--- src/rtl/misc_v_pkg.sv ---
// Shared definitions for the 16-bit MISC-V pipeline: NOP encoding,
// fetch FSM state encoding and default PC increment.
package misc_v_pkg;

  localparam logic [15:0] NOP = 16'h0000;
  localparam logic [15:0] PC_STEP_DEFAULT = 16'd2;

  typedef enum logic [1:0] {
    IDLE  = 2'd0,
    FETCH = 2'd1,
    HOLD  = 2'd2
  } fetch_state_t;

endpackage

--- src/rtl/fetch_hold_buf.sv ---
// One-entry {PC, instruction} park buffer used while IF/ID is stalled.
module fetch_hold_buf (
  input  logic        clk,
  input  logic        rst_n,
  input  logic        load,
  input  logic        clear,
  input  logic [15:0] new_pc,
  input  logic [15:0] new_ir,
  output logic [15:0] pc,
  output logic [15:0] ir
);

  // Load wins over clear; the FSM never asserts both together.
  always_ff @(posedge clk or negedge rst_n) begin
    if (!rst_n) begin
      pc <= 16'h0000;
      ir <= 16'h0000;
    end else if (load) begin
      pc <= new_pc;
      ir <= new_ir;
    end else if (clear) begin
      pc <= 16'h0000;
      ir <= 16'h0000;
    end
  end

endmodule

--- src/rtl/fetch_unit.sv ---
// Instruction-fetch stage: owns the PC, requests instruction memory and
// feeds IF/ID, parking a returned word while the hazard unit stalls.
module fetch_unit
  import misc_v_pkg::*;
#(
  parameter logic [15:0] RESET_PC = 16'h0000,
  parameter logic [15:0] PC_STEP  = PC_STEP_DEFAULT
) (
  input  logic        CLK,
  input  logic        Reset,
  input  logic        Stall,
  input  logic        Redirect,
  input  logic [15:0] RedirectPC,
  output logic        IMemReq,
  output logic [15:0] IMemAddr,
  input  logic        IMemReady,
  input  logic [15:0] IMemData,
  output logic [15:0] OPC,
  output logic [15:0] OIR,
  output logic        IRWrite,
  output logic        Flush,
  output logic [1:0]  dbg_state
);

  // Memory handshake: a word transfers on any cycle where IMemReq and
  // IMemReady are both high; IMemReq may drop without a transfer.
  fetch_state_t state, state_next;
  logic [15:0]  pc;
  logic [15:0]  buf_pc, buf_ir;
  logic         accept, park, unpark_drop;

  assign accept      = (state == FETCH) && IMemReady && !Redirect;
  assign park        = accept && Stall;
  assign unpark_drop = (state == HOLD) && Redirect;
  assign dbg_state   = state;

  fetch_hold_buf u_hold_buf (
    .clk    (CLK),
    .rst_n  (Reset),
    .load   (park),
    .clear  (unpark_drop),
    .new_pc (pc),
    .new_ir (IMemData),
    .pc     (buf_pc),
    .ir     (buf_ir)
  );

  always_ff @(posedge CLK or negedge Reset) begin
    if (!Reset) begin
      state <= IDLE;
      pc    <= RESET_PC;
    end else begin
      state <= state_next;
      if (Redirect)
        pc <= RedirectPC;
      else if (accept)
        pc <= pc + PC_STEP;
    end
  end

  always_comb begin
    state_next = state;
    case (state)
      IDLE:    state_next = FETCH;
      FETCH:   state_next = park ? HOLD : FETCH;
      HOLD:    state_next = (Redirect || !Stall) ? FETCH : HOLD;
      default: state_next = IDLE;
    endcase
  end

  always_comb begin
    IMemReq  = 1'b0;
    IMemAddr = pc;
    OPC      = pc;
    OIR      = NOP;
    IRWrite  = 1'b0;
    Flush    = Redirect;
    case (state)
      FETCH: begin
        IMemReq = 1'b1;
        if (accept && !Stall) begin
          IRWrite = 1'b1;
          OIR     = IMemData;
        end
      end
      HOLD: begin
        OPC     = buf_pc;
        OIR     = buf_ir;
        IRWrite = !Redirect && !Stall;
      end
      default: ;
    endcase
  end

endmodule

--- config.mk ---
export PLATFORM = sky130hd
export DESIGN_NAME = fetch_unit
export DESIGN_NICKNAME = d
export VERILOG_FILES = /design/src/rtl/misc_v_pkg.sv /design/src/rtl/fetch_hold_buf.sv /design/src/rtl/fetch_unit.sv
export SDC_FILE = /design/constraint.sdc
export NUM_CORES = 1
export LEC_CHECK = 0
export ABC_AREA = 1
export BUFFER_PORTS_ARGS = -buffer_cell sky130_fd_sc_hd__buf_4
export CORE_MARGIN = 2
export CORE_UTILIZATION = 51
export CTS_CLUSTER_DIAMETER = 30
export CTS_CLUSTER_SIZE = 8
export DETAILED_ROUTE_END_ITERATION = 12
export PLACE_DENSITY = 0.92
export SYNTH_ARGS = -nofsm -noshare
export SYNTH_HDL_FRONTEND = slang
export SYNTH_SLANG_ARGS = --single-unit
--- constraint.sdc ---
create_clock -name CLK -period 2.1 [get_ports CLK]
set_clock_uncertainty 0.05 [all_clocks]
set_input_delay 0.42 -clock CLK [delete_from_list [all_inputs] [get_ports CLK]]
set_output_delay 0.42 -clock CLK [all_outputs]
set_load 0.005 [all_outputs]
==> flow_summary_export.csv, run 1 <==
group,metric,value,unit
global_route,grt_pass1_wl,13.9,mm
clock_tree,cts_tree,"done",
worst_setup_path,cp_max_fo,6,
yosys,synth.yosys.warnings,0,
worst_setup_path,critPathTopFamily,"flip-flops",
timing,setup_violations,6,
timing,fin_setup_tns,-0.137,ns
finish,antenna_cells,0,
drt,ant_nets,0,
yosys,synth_top_area_share,43.0,%
drt,drtIter0Drc,379,
worst_setup_path,worstReg2RegStart,"dbg_state[1]",
worst_setup_path,crit_type,"reg -> out",
place,gp_congestion,0.883,
timing,period_share,102,%
finish,fin_nets,524,
yosys,yosysTopAreaCell,"dfrtp_1",
yosys,syn_avg_cell_area,7.50,sq um
drt,vias,3232,
yosys,synth_cells,388,
worst_setup_path,worstPathRequired,1.63,ns
yosys,synth_top_cells_by_area,"dfrtp_1 (43%), nand3_1 (14%), nand2_1 (13%)",
clock_tree,htree_levels,2,
yosys,netlist_area,2910,sq um
clock_tree,clk_path_buf_depth,2,
worst_setup_path,cp-end-kind,"output pin",
run_status,violations,"negative setup slack",
timing,final.setup.worst_slack,-0.0403,ns
worst_setup_path,critPathBufInv,4,
timing,hold_viol,0,
worst_setup_path,cp-startpoint,"dbg_state[1]",
floorplanning,coreArea,5510,sq um
drt,vias_per_cell,5.82,
global_route,grt_max_degree,51,
global_route,grt_pass1_vias,2914,
timing,fmax,467,MHz
drt,wl,8.98,mm
floorplanning,rows,27,
finish,final_layout_size_suffix_gt1_share,33.1,%
worst_setup_path,r2r_setup_slack,0.21,ns
floorplanning,initial_core_util,52.9,%
timing,slew_violations,0,
timing,relSlewSlack,55.6,%
run_status,outcome,"finished with violations",
yosys,async_reset_ff_share,100,%
yosys,synthFlopType,"dfrtp_1",
clock_tree,clock_latency,0.32,ns
yosys,ys_ff_latch,50,
floorplanning,num_io_pins,90,
power_and_ir_drop,power_density,937,nW/um^2
drt,drtPass1Iterations,5,
clock_tree,cts_sinks,50,
clock_tree,root_buffer,"clkbuf_8",
worst_setup_path,worstSetupEndpoint,"OIR[15]",
timing,rsz0062_at_grt,"yes",
power_and_ir_drop,p_leak,1.93,nW
drt,drc,0,
worst_setup_path,path_cells,"inv_2, ha_4, nand2_4, inv_8, buf_6, nand3_2, a21oi_2, buf_4",
min_path,min_path_type,"in -> async",
yosys,ys_seq_area_share,43.0,%
worst_setup_path,cp_data_arrival_time,1.67,ns
finish,area_growth,36.4,%
yosys,synth-edff-count,0,
worst_setup_path,cpPeakStageDelay,0.45,ns
yosys,synth.most_common_cell,"nand2_1",
power_and_ir_drop,power.total,3.72,mW
drt,routedWlPerCell,16.2,um
floorplanning,die_height,79.6,um
worst_setup_path,r2r_end,"u_hold_buf.pc[8]",
power_and_ir_drop,ir_drop,672,uV
worst_setup_path,slowest_stage,"dfrtp_2",
floorplanning,die_area,6330,sq um
yosys,yosys-top-cells-count,"nand2_1 (102), nand3_1 (79), dfrtp_1 (50)",
clock_tree,cts.clk_slew.worst_paths,0.10,ns
finish,fill_cells,401,
yosys,ys_types,30,
global_route,antenna_found_initial,0,
global_route,grt.busiest_layer,"met2",
worst_setup_path,ff2ff_path_depth,9,
worst_setup_path,crit_cells,8,
timing,tightest_slew,0.664,ns
global_route,grt_use_met1,37.0,%
clock_tree,cts-buffers-inserted,5,
global_route,grt_overflow_total,0,
place,hpwl,5.66,mm
timing,period_minus_slack,2.14,ns
global_route,grt_use_total,27.7,%
place,io_buffers,89,
floorplanning,die_w,79.6,um
global_route,use_met3,4.52,%
flow_run,drv_cap,0,
global_route,use_met2,45.2,%
worst_setup_path,start_kind,"flip-flop",
yosys,synthesis.nets,430,
sequential cells by signal, summed over array words and instances, names as in the netlist:
signal and flops:
IMemAddr 16, dbg_state 2, u_hold_buf.ir 16, u_hold_buf.pc 16
repair_timing:
action                     CTS  global route
setup endpoints to repair   18            32
gates resized for setup     11            50
setup buffers               10             3
pin swaps                    1             7
hold buffers                 0             0
cloned                       0             1
cells in the final DEF, fill, tap and decap left out, types with 2 or more instances in the layout:
master	instances
buf_4	101
nand2_1	100
nand3_1	73
dfrtp_1	49
inv_1	23
o21ai_0	21
o21ai_1	19
a21oi_2	13
nor2_1	12
buf_6	8
a21oi_1	7
nand3_2	5
clkbuf_8	5
inv_2	4
nand2_2	4
o211ai_1	3
xor2_1	3
ha_1	3
nand2_4	2
nor2_8	2
nor3_1	2
nand4_1	2
o21bai_1	2
a31oi_1	2
ha_4	2
clkinv_2	2
power breakdown:
group | total [mW] | internal, mW | switching [mW] | leakage [nW]
clock network | 0.592 | 0.235 | 0.357 | 0.0441
registers | 1.59 | 1.32 | 0.266 | 0.622
logic | 1.55 | 0.706 | 0.839 | 1.27
total | 3.72 | 2.26 | 1.46 | 1.93
per-layer routing:
metal  vias to the layer above  routed length (um)
li1                       1474                   -
met1                      1556                3550
met2                       173                4560
met3                        29                 608
met4                         0                 264
met5                         -                   0
cell families (layout without fill, tap and decap cells):
group | Yosys count | count (layout) | share of synthesized area [%]
xor gates and xnor gates | 4 | 4 | 1.20
and+or+nand+nor | 206 | 206 | 32.3
AOI/OAI and AO/OA | 69 | 69 | 12.5
adders and majority gates | 5 | 5 | 2.15
DFF | 50 | 50 | 43.0
buffers and inverters | 54 | 149 | 8.90
final cells by class:
type	instances	area [sq um]	area share, %
clock buffers	5	68.8	1.73
repair buffers	111	883	22.2
inverters	29	119	2.99
clock inverters	3	21.3	0.535
repair inverters	1	5.00	0.126
flip-flops and latches	50	1250	31.5
multi-input cells	284	1530	38.6
well taps	72	90.1	2.27
how the worst min path moves through the flow:
stage	endpoint	slack, ns	depth (start not counted)
finish	dbg_state[0]	0.07	1
global route	dbg_state[1]	0.11	1
CTS	dbg_state[1]	0.09	1
detailed placement	IMemAddr[1]	0.43	1
global placement	u_hold_buf.pc[1]	0.43	1
floorplan	IMemAddr[0]	0.07	0
metrics by stage:
step	setup slack, ns	instances	cell area, sq um	hold WS [ns]	util [%]
4_1_cts	0.00156	551	3810	0.0942	69.1
3_3_place_gp	0.0797	533	3590	0.430	65.2
3_5_place_dp	0.0193	533	3590	0.432	65.2
6_report	-0.0403	555	3970	0.0691	72.1
2_1_floorplan	0.245	388	2910	0.0744	-
5_1_grt	-0.115	555	3970	0.108	72.1
worst reg2reg max path, stage by stage, from the launching register on:
cell and delay [ns]:
dfrtp_2 0.45, inv_2 0.09, ha_4 0.16, nand2_4 0.09, buf_4 0.18, nor2_8 0.21
nand2_2 0.08, buf_4 0.24, nand3_1 0.12, o21ai_0 0.11
Note: power is estimated with default switching activity, not from simulation.
==> inputs of run 2 (changes only) <==
Settings changed: ABC_AREA 1 to default, BUFFER_PORTS_ARGS -buffer_cell sky130_fd_sc_hd__buf_4 to -buffer_cell sky130_fd_sc_hd__buf_2, CORE_UTILIZATION 51 to 50.
==> run 2 against run 1 <==
- the flow still finishes with violations (negative setup slack)
- sequential power barely moved
- clock power grew 17%
- total power shrank 5.8%
- highest routed layer unchanged
==> flow_summary_export.csv, run 2 <==
group,metric,value,unit
flow_run,drv_cap,0,
clock_tree,clock_latency,0.31,ns
finish,fin_nets,383,
yosys,synth-edff-count,0,
floorplanning,rows,26,
drt,routedWlPerCell,18.1,um
global_route,grt_use_total,25.0,%
floorplanning,num_io_pins,90,
worst_setup_path,cpPeakStageDelay,0.41,ns
timing,hold_viol,0,
worst_setup_path,slowest_stage,"dfrtp_1",
yosys,ys_ff_latch,50,
worst_setup_path,worstReg2RegStart,"dbg_state[1]",
yosys,synthFlopType,"dfrtp_1",
worst_setup_path,cp_max_fo,8,
place,hpwl,4.76,mm
worst_setup_path,path_cells,"inv_2, ha_4, nand2_4, nor3_4, buf_6, a22oi_1, nor2b_1, buf_2",
clock_tree,cts.clk_slew.worst_paths,0.09,ns
drt,drtPass1Iterations,4,
global_route,grt_pass1_vias,2396,
power_and_ir_drop,power_density,962,nW/um^2
yosys,synth_top_family_by_area,"compound AO/OA/AOI/OAI gates",
run_status,outcome,"finished with violations",
power_and_ir_drop,power_switching_share,32.8,%
drt,wl,7.48,mm
finish,seqCellArea,1250,sq um
worst_setup_path,cp_data_arrival_time,1.81,ns
yosys,synth.mux.area_fraction,8.46,%
yosys,yosys.area_share.adder,2.36,%
clock_tree,cts_hold_buf,0,
timing,fmax,438,MHz
floorplanning,die_height,76.8,um
drt,vias,2406,
timing,relSlewSlack,58.4,%
floorplanning,die_w,76.8,um
drt,ant_nets,0,
worst_setup_path,cp-startpoint,"dbg_state[1]",
global_route,grt_max_degree,27,
worst_setup_path,crit_type,"reg -> out",
yosys,synth.yosys.warnings,0,
power_and_ir_drop,power_frac_seq,45.5,%
finish,antenna_cells,0,
yosys,synth_compound_area_share,18.7,%
yosys,synth_top_cells_by_area,"dfrtp_1 (47%), a22o_1 (11%), mux2_2 (8.1%)",
worst_setup_path,r2r_setup_slack,0.23,ns
global_route,grt_pass1_wl,11.8,mm
yosys,yosys.area_share.simple,14.2,%
yosys,ys_types,38,
timing,period_minus_slack,2.28,ns
worst_setup_path,worstPathRequired,1.63,ns
clock_tree,htree_levels,2,
worst_setup_path,r2r_end,"u_hold_buf.pc[9]",
place,gp_congestion,0.861,
yosys,async_reset_ff_share,100,%
drt,drc,0,
power_and_ir_drop,pwr-share-clk,19.7,%
power_and_ir_drop,p_switching,1.15,mW
timing,rsz0062_at_grt,"yes",
finish,fin_area,3650,sq um
worst_setup_path,critPathTopFamily,"simple AND/OR/NAND/NOR gates",
yosys,synth_cells,239,
yosys,yosys-top-cells-count,"dfrtp_1 (50), a22o_1 (32), mux2_2 (19)",
worst_setup_path,start_kind,"flip-flop",
yosys,synth_top_area_share,47.2,%
timing,slew_violations,0,
worst_setup_path,cp-end-kind,"output pin",
drt,drtIter0Drc,169,
yosys,synth.most_common_cell,"dfrtp_1",
clock_tree,root_buffer,"clkbuf_8",
clock_tree,cts_tree,"done",
finish,final_layout_size_suffix_gt1_share,48.2,%
run_status,violations,"negative setup slack",
floorplanning,coreArea,5110,sq um
power_and_ir_drop,power.total,3.51,mW
power_and_ir_drop,p_leak,1.74,nW
yosys,syn_avg_cell_area,11.1,sq um
power_and_ir_drop,ir_drop,412,uV
clock_tree,clk_path_buf_depth,2,
finish,area_growth,37.7,%
clock_tree,cts-buffers-inserted,5,
min_path,min_path_type,"in -> async",
finish,final_cell_mix,"buf_2 (86), dfrtp_1 (49), a22o_1 (32), nand2_1 (17), buf_4 (17)",
power_and_ir_drop,share_comb_of_total_power,34.8,%
finish,final_common_cell,"buf_2",
place,dpl-instance-area,3230,sq um
global_route,antenna_found_initial,0,
worst_setup_path,critPathBufInv,3,
clock_tree,cts_sinks,50,
yosys,ys_seq_area_share,47.2,%
worst_setup_path,ff2ff_path_depth,7,
place,io_buffers,89,
power_and_ir_drop,p_int,2.36,mW
floorplanning,die_area,5900,sq um
finish,multiInputGateArea,1420,sq um
timing,final.setup.worst_slack,-0.182,ns
timing,tightest_slew,0.624,ns
timing,setup_violations,31,
yosys,synth_xor_area_share,4.63,%
yosys,netlist_area,2650,sq um
drt,vias_per_cell,5.84,
yosys,yosysTopAreaCell,"dfrtp_1",
timing,period_share,109,%
global_route,grt_overflow_total,0,
yosys,synthesis.nets,281,
finish,fill_cells,347,
floorplanning,initial_core_util,51.9,%
==> run 2: worst max path at each step <==
| stage | slack [ns] | cells after the start | to |
|---|---|---|---|
| floorplan | 0.02 | 7 | OIR[10] |
| global placement | 0.15 | 5 | OPC[6] |
| detailed placement | 0.12 | 8 | OIR[5] |
| CTS | -0.08 | 8 | OIR[4] |
| global route | -0.23 | 8 | OIR[12] |
| finish | -0.18 | 8 | OIR[12] |
==> run 2: worst register-to-register path, cell delays in order (launching register included) <==
cell and delay [ns]:
dfrtp_1 0.41, buf_4 0.16, ha_4 0.20, clkbuf_16 0.17, buf_4 0.14, a21oi_2 0.16, buf_4 0.30, a22o_1 0.22
==> run 2: logic make-up (layout without fill, tap and decap cells) <==
kind of cell               after synthesis  after routing
muxes                                   20             20
AOI/OAI and AO/OA                       65             65
adders and majority gates                5              5
xor gates and xnor gates                14             14
buffers and inverters                   22            125
DFF                                     50             50
and+or+nand+nor                         63             63
==> run 2: layout make-up <==
class / instances / area share [%]
inverters: 3 / 0.309
multi-input cells: 167 / 39.0
well taps: 70 / 2.40
clock inverters: 3 / 1.10
repair buffers: 114 / 21.0
clock buffers: 5 / 1.89
flip-flops and latches: 50 / 34.3
==> run 2: per-stage QoR <==
| stage | hold slack [ns] | instances | utilization (%) | setup slack, ns | setup TNS, ns |
|---|---|---|---|---|---|
| finish | 0.0606 | 412 | 71.4 | -0.182 | -1.69 |
| global route | 0.113 | 412 | 71.4 | -0.234 | -3.42 |
| CTS | 0.0893 | 411 | 69.7 | -0.0811 | -1.20 |
| detailed placement | 0.420 | 396 | 63.2 | 0.115 | 0 |
| global placement | 0.412 | 396 | 63.2 | 0.152 | 0 |
| floorplan | 0.0744 | 239 | - | 0.0169 | 0 |
==> run 2: power groups by stage <==
stage	Sequential, mW	Combinational (mW)	Clock, mW
floorplan	1.50	0.671	0
global placement	1.54	1.01	0
detailed placement	1.56	1.03	0
CTS	1.57	1.18	0.687
global route	1.64	1.32	0.729
finish	1.60	1.22	0.691
==> run 2: routing by layer <==
metal  share of wire (%)  track usage (%)  wire length (um)
met1                  41             31.3              3030
met2                  51             43.4              3820
met3                 5.7             4.35               423
met4                 2.7             8.73               201
met5                   0                0                 0
==> run 2: what timing repair did <==
| action | 4_1_cts | 5_1_grt |
|---|---|---|
| hold endpoints to repair | 0 | 0 |
| setup buffers | 4 | 0 |
| endpoints found under the setup margin | 33 | 32 |
| resized for setup | 29 | 14 |
| pin swaps | 1 | 8 |
| gates cloned | 3 | 1 |
